## src/rtl/fpga_io_pkg.sv

```systemverilog
// Shared definitions for the FPGA I/O event hub: register map and identification constants.
package fpga_io_pkg;

  typedef enum logic [2:0] {
    AddrDataIn  = 3'd0,
    AddrLed     = 3'd1,
    AddrEdgeCap = 3'd2,
    AddrIrqMask = 3'd3,
    AddrRiseEn  = 3'd4,
    AddrFallEn  = 3'd5,
    AddrParams  = 3'd6,
    AddrRsvd    = 3'd7
  } reg_addr_e;

  localparam logic [7:0] ParamsVersion = 8'h01;

  // EDGE_CAP is write-1-to-clear; a capture landing in the same cycle as its clear wins,
  // so software never loses an event that arrives while it acknowledges an older one.

endpackage

```

## src/rtl/fpga_io_event_hub_if.sv

```systemverilog
// Lightweight Avalon-MM slave bundle between the HPS bridge and the I/O hub.
interface fpga_io_event_hub_if;

  logic [2:0]  avs_address;
  logic        avs_read;
  logic        avs_write;
  logic [31:0] avs_writedata;
  logic [31:0] avs_readdata;

  modport master (
    output avs_address,
    output avs_read,
    output avs_write,
    output avs_writedata,
    input  avs_readdata
  );

  modport slave (
    input  avs_address,
    input  avs_read,
    input  avs_write,
    input  avs_writedata,
    output avs_readdata
  );

endinterface

```

## src/rtl/fpga_io_debounce.sv

```systemverilog
// One-bit synchroniser plus stability-counter debouncer; toggle_o flags the cycle deb_o flips.
module fpga_io_debounce #(
  parameter int unsigned DebCycles = 50000,
  parameter logic        RstVal    = 1'b0
) (
  input  logic clk_i,
  input  logic rst_ni,
  input  logic raw_i,
  output logic deb_o,
  output logic toggle_o
);

  localparam int unsigned CntW = (DebCycles > 1) ? $clog2(DebCycles) : 1;
  localparam logic [CntW-1:0] CntMax = CntW'(DebCycles - 1);

  logic            sync1_q, sync2_q;
  logic            deb_q, deb_d;
  logic [CntW-1:0] cnt_q, cnt_d;

  // Any sample agreeing with the settled value restarts the stability window.
  always_comb begin
    deb_d = deb_q;
    cnt_d = '0;
    if (sync2_q != deb_q) begin
      if (cnt_q == CntMax) begin
        deb_d = sync2_q;
      end else begin
        cnt_d = cnt_q + 1'b1;
      end
    end
  end

  always_ff @(posedge clk_i or negedge rst_ni) begin
    if (!rst_ni) begin
      sync1_q <= 1'b0;
      sync2_q <= 1'b0;
      deb_q   <= RstVal;
      cnt_q   <= '0;
    end else begin
      sync1_q <= raw_i;
      sync2_q <= sync1_q;
      deb_q   <= deb_d;
      cnt_q   <= cnt_d;
    end
  end

  assign deb_o    = deb_q;
  assign toggle_o = (deb_d != deb_q);

endmodule

```

## src/rtl/fpga_io_event_hub.sv

```systemverilog
// HPS-visible peripheral hub: debounced buttons/switches, edge capture with IRQ, LED register
// and the packed STM hardware-event word.
module fpga_io_event_hub
  import fpga_io_pkg::*;
#(
  parameter int unsigned N_BTN      = 2,
  parameter int unsigned N_SW       = 4,
  parameter int unsigned N_LED      = 4,
  parameter int unsigned DEB_CYCLES = 50000,
  parameter logic        BTN_RST    = 1'b1,
  parameter int unsigned EVT_W      = 28
) (
  input  logic                 fpga_clk_50,
  input  logic                 hps_fpga_reset_n,
  input  logic [N_BTN-1:0]     fpga_button_pio,
  input  logic [N_SW-1:0]      fpga_dipsw_pio,
  output logic [N_LED-1:0]     fpga_led_pio,
  fpga_io_event_hub_if.slave   avs,
  output logic                 irq,
  output logic [EVT_W-1:0]     stm_hw_events
);

  localparam int unsigned NI    = N_BTN + N_SW;
  localparam int unsigned PackW = N_SW + N_LED + N_BTN;

  logic [NI-1:0] raw_in;
  logic [NI-1:0] deb;
  logic [NI-1:0] deb_toggle;

  assign raw_in = {fpga_dipsw_pio, fpga_button_pio};

  for (genvar gi = 0; gi < NI; gi++) begin : g_deb
    fpga_io_debounce #(
      .DebCycles (DEB_CYCLES),
      .RstVal    ((gi < N_BTN) ? BTN_RST : 1'b0)
    ) u_deb (
      .clk_i    (fpga_clk_50),
      .rst_ni   (hps_fpga_reset_n),
      .raw_i    (raw_in[gi]),
      .deb_o    (deb[gi]),
      .toggle_o (deb_toggle[gi])
    );
  end

  logic [N_LED-1:0] led_q, led_d;
  logic [NI-1:0]    edge_cap_q, edge_cap_d;
  logic [NI-1:0]    irq_mask_q, irq_mask_d;
  logic [NI-1:0]    rise_en_q, rise_en_d;
  logic [NI-1:0]    fall_en_q, fall_en_d;
  logic             irq_q, irq_d;
  logic [31:0]      rdata_q, rdata_d;
  logic [31:0]      rd_mux;
  logic [NI-1:0]    edge_set;
  logic [NI-1:0]    edge_clr;
  reg_addr_e        addr;

  assign addr = reg_addr_e'(avs.avs_address);

  // The toggle pulse coincides with the deb update, so deb still holds the old level here.
  assign edge_set = (deb_toggle & ~deb & rise_en_q) | (deb_toggle & deb & fall_en_q);

  always_comb begin
    led_d      = led_q;
    irq_mask_d = irq_mask_q;
    rise_en_d  = rise_en_q;
    fall_en_d  = fall_en_q;
    edge_clr   = '0;
    if (avs.avs_write) begin
      unique case (addr)
        AddrLed:     led_d      = avs.avs_writedata[N_LED-1:0];
        AddrEdgeCap: edge_clr   = avs.avs_writedata[NI-1:0];
        AddrIrqMask: irq_mask_d = avs.avs_writedata[NI-1:0];
        AddrRiseEn:  rise_en_d  = avs.avs_writedata[NI-1:0];
        AddrFallEn:  fall_en_d  = avs.avs_writedata[NI-1:0];
        default: ;
      endcase
    end
    edge_cap_d = (edge_cap_q & ~edge_clr) | edge_set;
    irq_d      = |(edge_cap_q & irq_mask_q);
  end

  // Read mux sees register values before any same-cycle write lands.
  always_comb begin
    rd_mux = '0;
    unique case (addr)
      AddrDataIn:  rd_mux = 32'(deb);
      AddrLed:     rd_mux = 32'(led_q);
      AddrEdgeCap: rd_mux = 32'(edge_cap_q);
      AddrIrqMask: rd_mux = 32'(irq_mask_q);
      AddrRiseEn:  rd_mux = 32'(rise_en_q);
      AddrFallEn:  rd_mux = 32'(fall_en_q);
      AddrParams:  rd_mux = {8'(N_LED), 8'(N_SW), 8'(N_BTN), ParamsVersion};
      default:     rd_mux = '0;
    endcase
    rdata_d = avs.avs_read ? rd_mux : rdata_q;
  end

  always_ff @(posedge fpga_clk_50 or negedge hps_fpga_reset_n) begin
    if (!hps_fpga_reset_n) begin
      led_q      <= '0;
      edge_cap_q <= '0;
      irq_mask_q <= '0;
      rise_en_q  <= '0;
      fall_en_q  <= '1;
      irq_q      <= 1'b0;
      rdata_q    <= '0;
    end else begin
      led_q      <= led_d;
      edge_cap_q <= edge_cap_d;
      irq_mask_q <= irq_mask_d;
      rise_en_q  <= rise_en_d;
      fall_en_q  <= fall_en_d;
      irq_q      <= irq_d;
      rdata_q    <= rdata_d;
    end
  end

  logic [PackW-1:0] evt_pack;
  assign evt_pack = {deb[NI-1:N_BTN], led_q, deb[N_BTN-1:0]};

  assign stm_hw_events    = EVT_W'(evt_pack);
  assign fpga_led_pio     = led_q;
  assign irq              = irq_q;
  assign avs.avs_readdata = rdata_q;

  logic unused_wdata;
  assign unused_wdata = ^avs.avs_writedata;

endmodule
```

## src/flat_wrapper.sv

```systemverilog
// flat-port wrapper written by rule: the top's interface ports become plain ports
module fpga_io_event_hub_flat import fpga_io_pkg::*;
#(
  parameter int unsigned N_BTN      = 2,
  parameter int unsigned N_SW       = 4,
  parameter int unsigned N_LED      = 4,
  parameter int unsigned DEB_CYCLES = 50000,
  parameter logic        BTN_RST    = 1'b1,
  parameter int unsigned EVT_W      = 28
)
  (fpga_clk_50, hps_fpga_reset_n, fpga_button_pio, fpga_dipsw_pio, fpga_led_pio, irq, stm_hw_events, avs_avs_address, avs_avs_read, avs_avs_write, avs_avs_writedata, avs_avs_readdata);
  fpga_io_event_hub_if avs_i ();
  input  logic fpga_clk_50;
  input  logic hps_fpga_reset_n;
  input  logic [N_BTN-1:0] fpga_button_pio;
  input  logic [N_SW-1:0] fpga_dipsw_pio;
  output logic [N_LED-1:0] fpga_led_pio;
  output logic irq;
  output logic [EVT_W-1:0] stm_hw_events;
  input wire logic [$bits(avs_i.avs_address)-1:0] avs_avs_address;
  input wire logic [$bits(avs_i.avs_read)-1:0] avs_avs_read;
  input wire logic [$bits(avs_i.avs_write)-1:0] avs_avs_write;
  input wire logic [$bits(avs_i.avs_writedata)-1:0] avs_avs_writedata;
  output wire logic [$bits(avs_i.avs_readdata)-1:0] avs_avs_readdata;
  assign avs_i.avs_address = avs_avs_address;
  assign avs_i.avs_read = avs_avs_read;
  assign avs_i.avs_write = avs_avs_write;
  assign avs_i.avs_writedata = avs_avs_writedata;
  assign avs_avs_readdata = avs_i.avs_readdata;
  fpga_io_event_hub #(.N_BTN(N_BTN), .N_SW(N_SW), .N_LED(N_LED), .DEB_CYCLES(DEB_CYCLES), .BTN_RST(BTN_RST), .EVT_W(EVT_W)) u_core (.fpga_clk_50(fpga_clk_50), .hps_fpga_reset_n(hps_fpga_reset_n), .fpga_button_pio(fpga_button_pio), .fpga_dipsw_pio(fpga_dipsw_pio), .fpga_led_pio(fpga_led_pio), .avs(avs_i), .irq(irq), .stm_hw_events(stm_hw_events));
endmodule
```

## config.mk

```make
export PLATFORM = sky130hd
export DESIGN_NAME = fpga_io_event_hub_flat
export DESIGN_NICKNAME = d
export VERILOG_FILES = /design/src/rtl/fpga_io_pkg.sv /design/src/rtl/fpga_io_event_hub_if.sv /design/src/rtl/fpga_io_debounce.sv /design/src/rtl/fpga_io_event_hub.sv /design/src/flat_wrapper.sv
export SDC_FILE = /design/constraint.sdc
export NUM_CORES = 1
export LEC_CHECK = 0
export BUFFER_PORTS_ARGS = -buffer_cell sky130_fd_sc_hd__buf_2
export CAP_MARGIN = 30
export CORE_MARGIN = 3
export CORE_UTILIZATION = 55
export DETAILED_ROUTE_END_ITERATION = 7
export GPL_TIMING_DRIVEN = 0
export PLACE_DENSITY = 0.77
export RECOVER_POWER = 25
export REMOVE_ABC_BUFFERS = 1
export SYNTH_ARGS = -nofsm -noshare
export SYNTH_HDL_FRONTEND = slang
export SYNTH_HIERARCHICAL = 1
export SYNTH_SLANG_ARGS = --single-unit
```

## constraint.sdc

```tcl
create_clock -name fpga_clk_50 -period 1.5 [get_ports fpga_clk_50]
set_input_delay 0.225 -clock fpga_clk_50 [delete_from_list [all_inputs] [get_ports fpga_clk_50]]
set_output_delay 0.225 -clock fpga_clk_50 [all_outputs]
set_load 0.01 [all_outputs]
```

==> run_results.csv, run 1 <==
group,metric,value,unit
sta,hold_violations,0,
cts,clockBufferDepth,2,
worst_setup_path,ff2ff_path_depth,3,
worst_setup_path,worstSetupPathType,"register to register",
synthesis,ys_warn_count,6,
floorplan,num_rows,43,
detailed_routing,dr.first_iter.drc_count,316,
synthesis,syn_inst,705,
detailed_routing,first_pass_iters,4,
pwr,peakVddDrop,761,µV
worst_setup_path,worstSetupStartpoint,"u_core/g_deb[2].u_deb/cnt_q[12]",
cts,cts_tree,"yes",
sta,rsz0062_at_grt,"true",
cts,cts_sinks,150,
floorplan,dieArea,16200,µm²
status,outcome,"finished clean",
worst_setup_path,start_kind,"register",
sta,period_share,97.7,%
synthesis,yosysSeqAreaShare,46.6,%
pwr,p_leak,4.02,nW
pwr,total_power,9.89,mW
cts,cts_max_level,4,
cts,root_buffer,"clkbuf_16",
worst_setup_path,cpLargestDelayFamily,"simple AND/OR/NAND/NOR gates",
sta,skew,9.79,ps
cts,cts_buffers,17,
floorplan,die_x,127,µm
detailed_routing,route.detailed.drc,0,
worst_setup_path,crit_buf_inv,0,
worst_setup_path,slowest_delay,450,ps
synthesis,syn_area,8070,µm²
worst_setup_path,path_cells,"nor4b_4 > nand4_4 > mux2_2",
worst_setup_path,rrSetupSlack,30,ps
min_path,hold_class,"input pin to register",
floorplan,die_h,127,µm
layout,nets,822,
worst_setup_path,cp.depth,3,
pwr,powerDensity,1040,nW/µm²
sta,fin_crit,1470,ps
grt,grt_pass1_wl,26300,µm
worst_setup_path,worstReg2RegEnd,"u_core/g_deb[2].u_deb/deb_o",
detailed_routing,wire_per_inst,16.9,µm
layout,areaGrowthSynthToFinish,17.3,%
detailed_routing,via_count,5359,
worst_setup_path,reg2reg_from,"u_core/g_deb[2].u_deb/cnt_q[12]",
worst_setup_path,cp_max_fo,5,
placed_design,port_buffers,42,
worst_setup_path,required,1810,ps
synthesis,ys_ff_latch,150,
floorplan,pin_count,110,
floorplan,initial_core_util,57.3,%
synthesis,synth_edf_count,0,
synthesis,synth_ff_type,"dfrtp_1",
synthesis,syn_area_per_cell,11.4,µm²
synthesis,ys_types,55,
min_path,hold_path_depth,2,
sta,max_freq,0.682,GHz
cts,clk_pin_slew,60,ps
detailed_routing,drtAntennaViolNets,0,
grt,antenna_found_initial,3,
sta,hold_slack,77.6,ps
worst_setup_path,critPathCaptureType,"register",
floorplan,core_area,14100,µm²
sta,setup_violations,0,
worst_setup_path,arrival,1780,ps
layout,nFillCells,978,
job,drv_cap,0,
placed_design,globalplace.congestion,0.796,
sta,maxSlewViolCount,0,
detailed_routing,wirelength,16300,µm
grt,grt.total_usage,20.4,%
detailed_routing,via_per_inst,5.55,
sta,slew-limit-headroom,59.8,%
placed_design,dpl.hpwl,9980,µm
synthesis,async_reset_ff_share,100,%
grt,grt.overflow.total,0,
grt,grt_pass1_vias,5245,
sta,tightest_slew,603,ps
grt,grt_max_degree,90,
layout,drive_gt1_share,33.3,%
worst_setup_path,crit_path_end,"u_core/g_deb[2].u_deb/deb_o",
cts,clk_latency,430,ps
worst_setup_path,critPathSlowestCell,"dfrtp_1",
-- layout make-up --
cell class / instances / area (µm²) / area share, %
Clock buffer: 20 / 457 / 4.82
Clock inverter: 12 / 175 / 1.85
Timing Repair Buffer: 64 / 418 / 4.42
Sequential cell: 150 / 3780 / 39.9
Antenna cell: 1 / 2.50 / 0.0264
Multi-Input combinational cell: 517 / 4330 / 45.7
Inverter: 21 / 78.8 / 0.833
Tap cell: 180 / 225 / 2.38
-- placed cells by master, fill, tap and decap left out, types with 9 or more instances in the layout --
master and instances:
nand4_4 12, dfrtp_1 129, nand2_1 20, xor2_1 15, dfrtp_2 13, xnor2_1 72
nor2_1 95, buf_4 14, nor4_2 18, inv_1 20, nand3_1 27, buf_2 39
mux2i_1 9, nor3_1 22, nor2_2 12, mux2_4 10, nand3_4 9, clkbuf_16 17
mux2_2 25, nor4b_4 11, nand2_4 12, conb_1 41
-- synthesized netlist by cell type, types with 14 or more instances --
| cell | number | area share [%] |
|---|---|---|
| nor3_1 | 24 | 1.5 |
| xor2_1 | 18 | 2.0 |
| nor2_1 | 95 | 4.4 |
| xnor2_1 | 72 | 7.8 |
| nand3_1 | 33 | 2.0 |
| and3_1 | 14 | 1.1 |
| nand2_1 | 20 | 0.93 |
| nor4_2 | 24 | 3.7 |
| inv_1 | 20 | 0.93 |
| dfrtp_1 | 142 | 44 |
| buf_4 | 50 | 4.7 |
| mux2_2 | 25 | 3.5 |
-- worst min-delay path by stage --
stage / from / endpoint
after global placement: fpga_dipsw_pio[1] / u_core/g_deb[3].u_deb/sync1_q
final: avs_avs_writedata[5] / u_core/rise_en_q[5]
after floorplan: hps_fpga_reset_n / u_core/avs.avs_readdata[0]
after detailed placement: hps_fpga_reset_n / u_core/g_deb[2].u_deb/cnt_q[11]
after global routing: avs_avs_writedata[4] / u_core/rise_en_q[4]
after CTS: avs_avs_writedata[4] / u_core/rise_en_q[4]
-- sequential cells by signal, summed over array words and instances (netlist names) --
signal	flops
u_core/edge_cap_q	6
u_core/fpga_led_pio	4
u_core/rise_en_q	6
u_core/g_deb.u_deb/deb_o	6
u_core/irq_mask_q	6
u_core/g_deb.u_deb/sync2_q	6
u_core/g_deb.u_deb/cnt_q	96
u_core/g_deb.u_deb/sync1_q	6
u_core/irq	1
u_core/avs.avs_readdata	7
u_core/fall_en_q	6
-- repair_timing --
item                                    4_1_cts  5_1_grt
hold endpoints to repair                     63        0
pin swaps                                     8       13
cloned                                        5        1
endpoints found under the setup margin       92       83
buffers inserted                              0       14
gates resized for setup                      35       52
hold buffers                                  7        0
-- layer usage --
metal | part of all wire, % | GRT usage (%)
met5 | 0.13 | 0
met4 | 1.7 | 7.82
met3 | 5.0 | 4.85
met2 | 51 | 33.6
met1 | 42 | 26.1
-- per-stage QoR --
step,cells,TNS [ps],worst slack [ps],utilization [%],cell area [µm²]
global route,965,-87.6,-31.9,67.1,9470
global placement,904,-270800,-1850,57.7,8140
detailed placement,905,-5980,-167,58.0,8170
CTS,949,-1.47,-1.47,64.4,9080
finish,965,0,34.7,67.1,9470
floorplan,682,0,99.7,-,7700
-- power by group --
group | internal, mW | switching (mW)
Combinational | 0.397 | 0.452
Sequential | 4.28 | 0.207
Clock | 2.87 | 1.68
-- logic make-up (layout without fill, tap and decap cells) --
| kind of cell | after synthesis | after routing | synth area share (%) |
|---|---|---|---|
| fa+ha+maj | 6 | 6 | 0.930 |
| xor+xnor | 90 | 90 | 9.77 |
| other cells | 1 | 42 | 0.0465 |
| buf+inv | 84 | 117 | 7.44 |
| compound gates | 34 | 34 | 3.05 |
| flops | 150 | 150 | 46.6 |
| mux | 44 | 44 | 6.46 |
| simple gates | 296 | 302 | 25.7 |
-- worst reg2reg max path: stages (launching register included) --
cell and delay [ps]:
dfrtp_1 450, nor4b_4 370, nand4_4 210, mux2_2 320
Note: power is estimated with default switching activity, not from simulation.
==> run 2: changes to the inputs <==
==> constraint.sdc (replaced) <==
create_clock -name fpga_clk_50 -period 1.5 [get_ports fpga_clk_50]
set_input_delay 0.075 -clock fpga_clk_50 [delete_from_list [all_inputs] [get_ports fpga_clk_50]]
set_output_delay 0.075 -clock fpga_clk_50 [all_outputs]
set_load 0.01 [all_outputs]
==> run_results.csv, run 2 (same netlist as run 1, synthesis figures left out) <==
group,metric,value,unit
status,outcome,"finished clean",
sta,skew,10.2,ps
layout,multi_input_comb_area,4340,µm²
detailed_routing,dr.first_iter.drc_count,297,
detailed_routing,drtAntennaViolNets,0,
worst_setup_path,critPathCaptureType,"register",
pwr,combinationalPowerShare,8.7,%
layout,final_cell_mix,"dfrtp_1 (129), nor2_1 (95), xnor2_1 (72)",
worst_setup_path,worstReg2RegEnd,"u_core/g_deb[2].u_deb/deb_o",
floorplan,die_h,127,µm
pwr,seqPwrFrac,45.3,%
job,drv_cap,0,
cts,cts_tree,"yes",
worst_setup_path,worstSetupPathType,"register to register",
floorplan,die_x,127,µm
cts,cts_sinks,150,
floorplan,dieArea,16200,µm²
layout,diodes,0,
min_path,hp-start,"avs_avs_address[1]",
worst_setup_path,arrival,1780,ps
sta,max_freq,0.681,GHz
sta,maxSlewViolCount,0,
pwr,total_power,9.91,mW
pwr,peakVddDrop,756,µV
floorplan,core_area,14100,µm²
layout,fin_cells,971,
layout,areaGrowthSynthToFinish,18.2,%
cts,cts_max_level,4,
layout,regMostFlops,"u_core/g_deb.u_deb/cnt_q",
layout,nFillCells,969,
worst_setup_path,required,1810,ps
layout,final_common_cell,"dfrtp_1",
placed_design,port_buffers,42,
detailed_routing,via_count,5351,
min_path,hold_path_end,"u_core/avs.avs_readdata[18]",
cts,clk_latency,430,ps
pwr,clkPwrFrac,46.0,%
pwr,powerDensity,1040,nW/µm²
layout,regArea,3780,µm²
worst_setup_path,ff2ff_path_depth,3,
min_path,hold_class,"input pin to register",
sta,slew-limit-headroom,42.6,%
detailed_routing,route.detailed.drc,0,
sta,hold_violations,0,
layout,nets,829,
sta,fin_setup_tns,0,ps
detailed_routing,first_pass_iters,5,
placed_design,placed_cells,905,
placed_design,dpl.hpwl,9980,µm
detailed_routing,wirelength,16400,µm
min_path,hold_path_depth,3,
floorplan,pin_count,110,
sta,period_share,98.0,%
pwr,p_leak,4.04,nW
grt,grt_max_degree,90,
worst_setup_path,reg2reg_from,"u_core/g_deb[2].u_deb/cnt_q[12]",
cts,clk_pin_slew,60,ps
floorplan,initial_core_util,57.3,%
layout,largest_register_ffs,96,
worst_setup_path,path_cells,"nor4b_4 > nand4_4 > mux2_2",
sta,rsz0062_at_grt,"true",
grt,grt_pass1_wl,26300,µm
grt,grt_pass1_vias,5253,
grt,antenna_found_initial,1,
worst_setup_path,critPathSlowestCell,"dfrtp_1",
sta,fin_crit,1470,ps
cts,root_buffer,"clkbuf_16",
cts,cts_buffers,17,
worst_setup_path,slowest_delay,460,ps
sta,tightest_slew,860,ps
worst_setup_path,start_kind,"register",
detailed_routing,via_per_inst,5.51,
worst_setup_path,cp_max_fo,5,
pwr,intPower,7.56,mW
detailed_routing,wire_per_inst,16.9,µm
floorplan,num_rows,43,
cts,clockBufferDepth,2,
grt,grt.overflow.total,0,
placed_design,globalplace.congestion,0.796,
sta,setup_violations,0,
layout,drive_gt1_share,33.0,%
pwr,swShare,23.7,%
worst_setup_path,rrSetupSlack,30,ps
pwr,p_switching,2.35,mW
grt,grt.total_usage,20.3,%
sta,hold_slack,125,ps
[run 2: layer usage]
metal	wire (µm)	vias up	GRT usage (%)	part of all wire [%]
li1	-	2521	-	-
met1	7110	2688	26.4	43
met2	8490	119	33.7	52
met3	622	21	4.52	3.8
met4	201	2	7.44	1.2
met5	7	-	0	0.043
[run 2: power groups by stage]
stage | sequential [mW] | clock (mW) | combinational [mW]
finish | 4.49 | 4.56 | 0.863
global route | 4.52 | 4.81 | 0.954
CTS | 4.47 | 4.63 | 0.828
detailed placement | 4.54 | 0 | 0.772
global placement | 4.52 | 0 | 0.737
floorplan | 4.52 | 0 | 0.437
[run 2: how the worst max path moves through the flow]
stage               slack, ps                               to  cells after the start                            start
floorplan                 100      u_core/g_deb[2].u_deb/deb_o                      4   u_core/g_deb[2].u_deb/cnt_q[0]
finish                     30      u_core/g_deb[2].u_deb/deb_o                      3  u_core/g_deb[2].u_deb/cnt_q[12]
global placement        -1700    u_core/g_deb[5].u_deb/sync1_q                      1                 hps_fpga_reset_n
CTS                        -1             u_core/edge_cap_q[4]                      4   u_core/g_deb[4].u_deb/cnt_q[4]
global route              -20  u_core/g_deb[1].u_deb/cnt_q[15]                      4   u_core/g_deb[1].u_deb/cnt_q[2]
detailed placement        -70  u_core/g_deb[5].u_deb/cnt_q[12]                      5   u_core/g_deb[5].u_deb/cnt_q[0]
[run 2: timing repair]
action	4_1_cts	5_1_grt
endpoints found under the hold margin	93	0
setup buffers	0	14
pin swaps	8	13
hold buffers	14	0
gates resized for setup	35	53
setup endpoints to repair	92	83
cloned	5	1
[run 2: cell type report]
class	instances	share of cell area, %
repair buffers	71	5.08
clock inverters	12	1.84
flip-flops and latches	150	39.6
inverters	21	0.826
clock buffers	20	4.79
multi-input cells	517	45.5
well taps	180	2.36
[run 2: worst max-delay path: cells and delay by family, from the launching register on]
| kind | cells | cell delay, ps |
|---|---|---|
| simple gates | 2 | 580 |
| flops | 1 | 460 |
| mux | 1 | 320 |
[run 2: through the flow]
stage	cell area (µm²)	util, %	setup WS [ps]
finish	9540	67.7	30.6
global route	9540	67.7	-22.1
CTS	9150	64.9	-1.47
detailed placement	8170	58.0	-68.2
global placement	8140	57.7	-1700
floorplan	7700	-	99.7
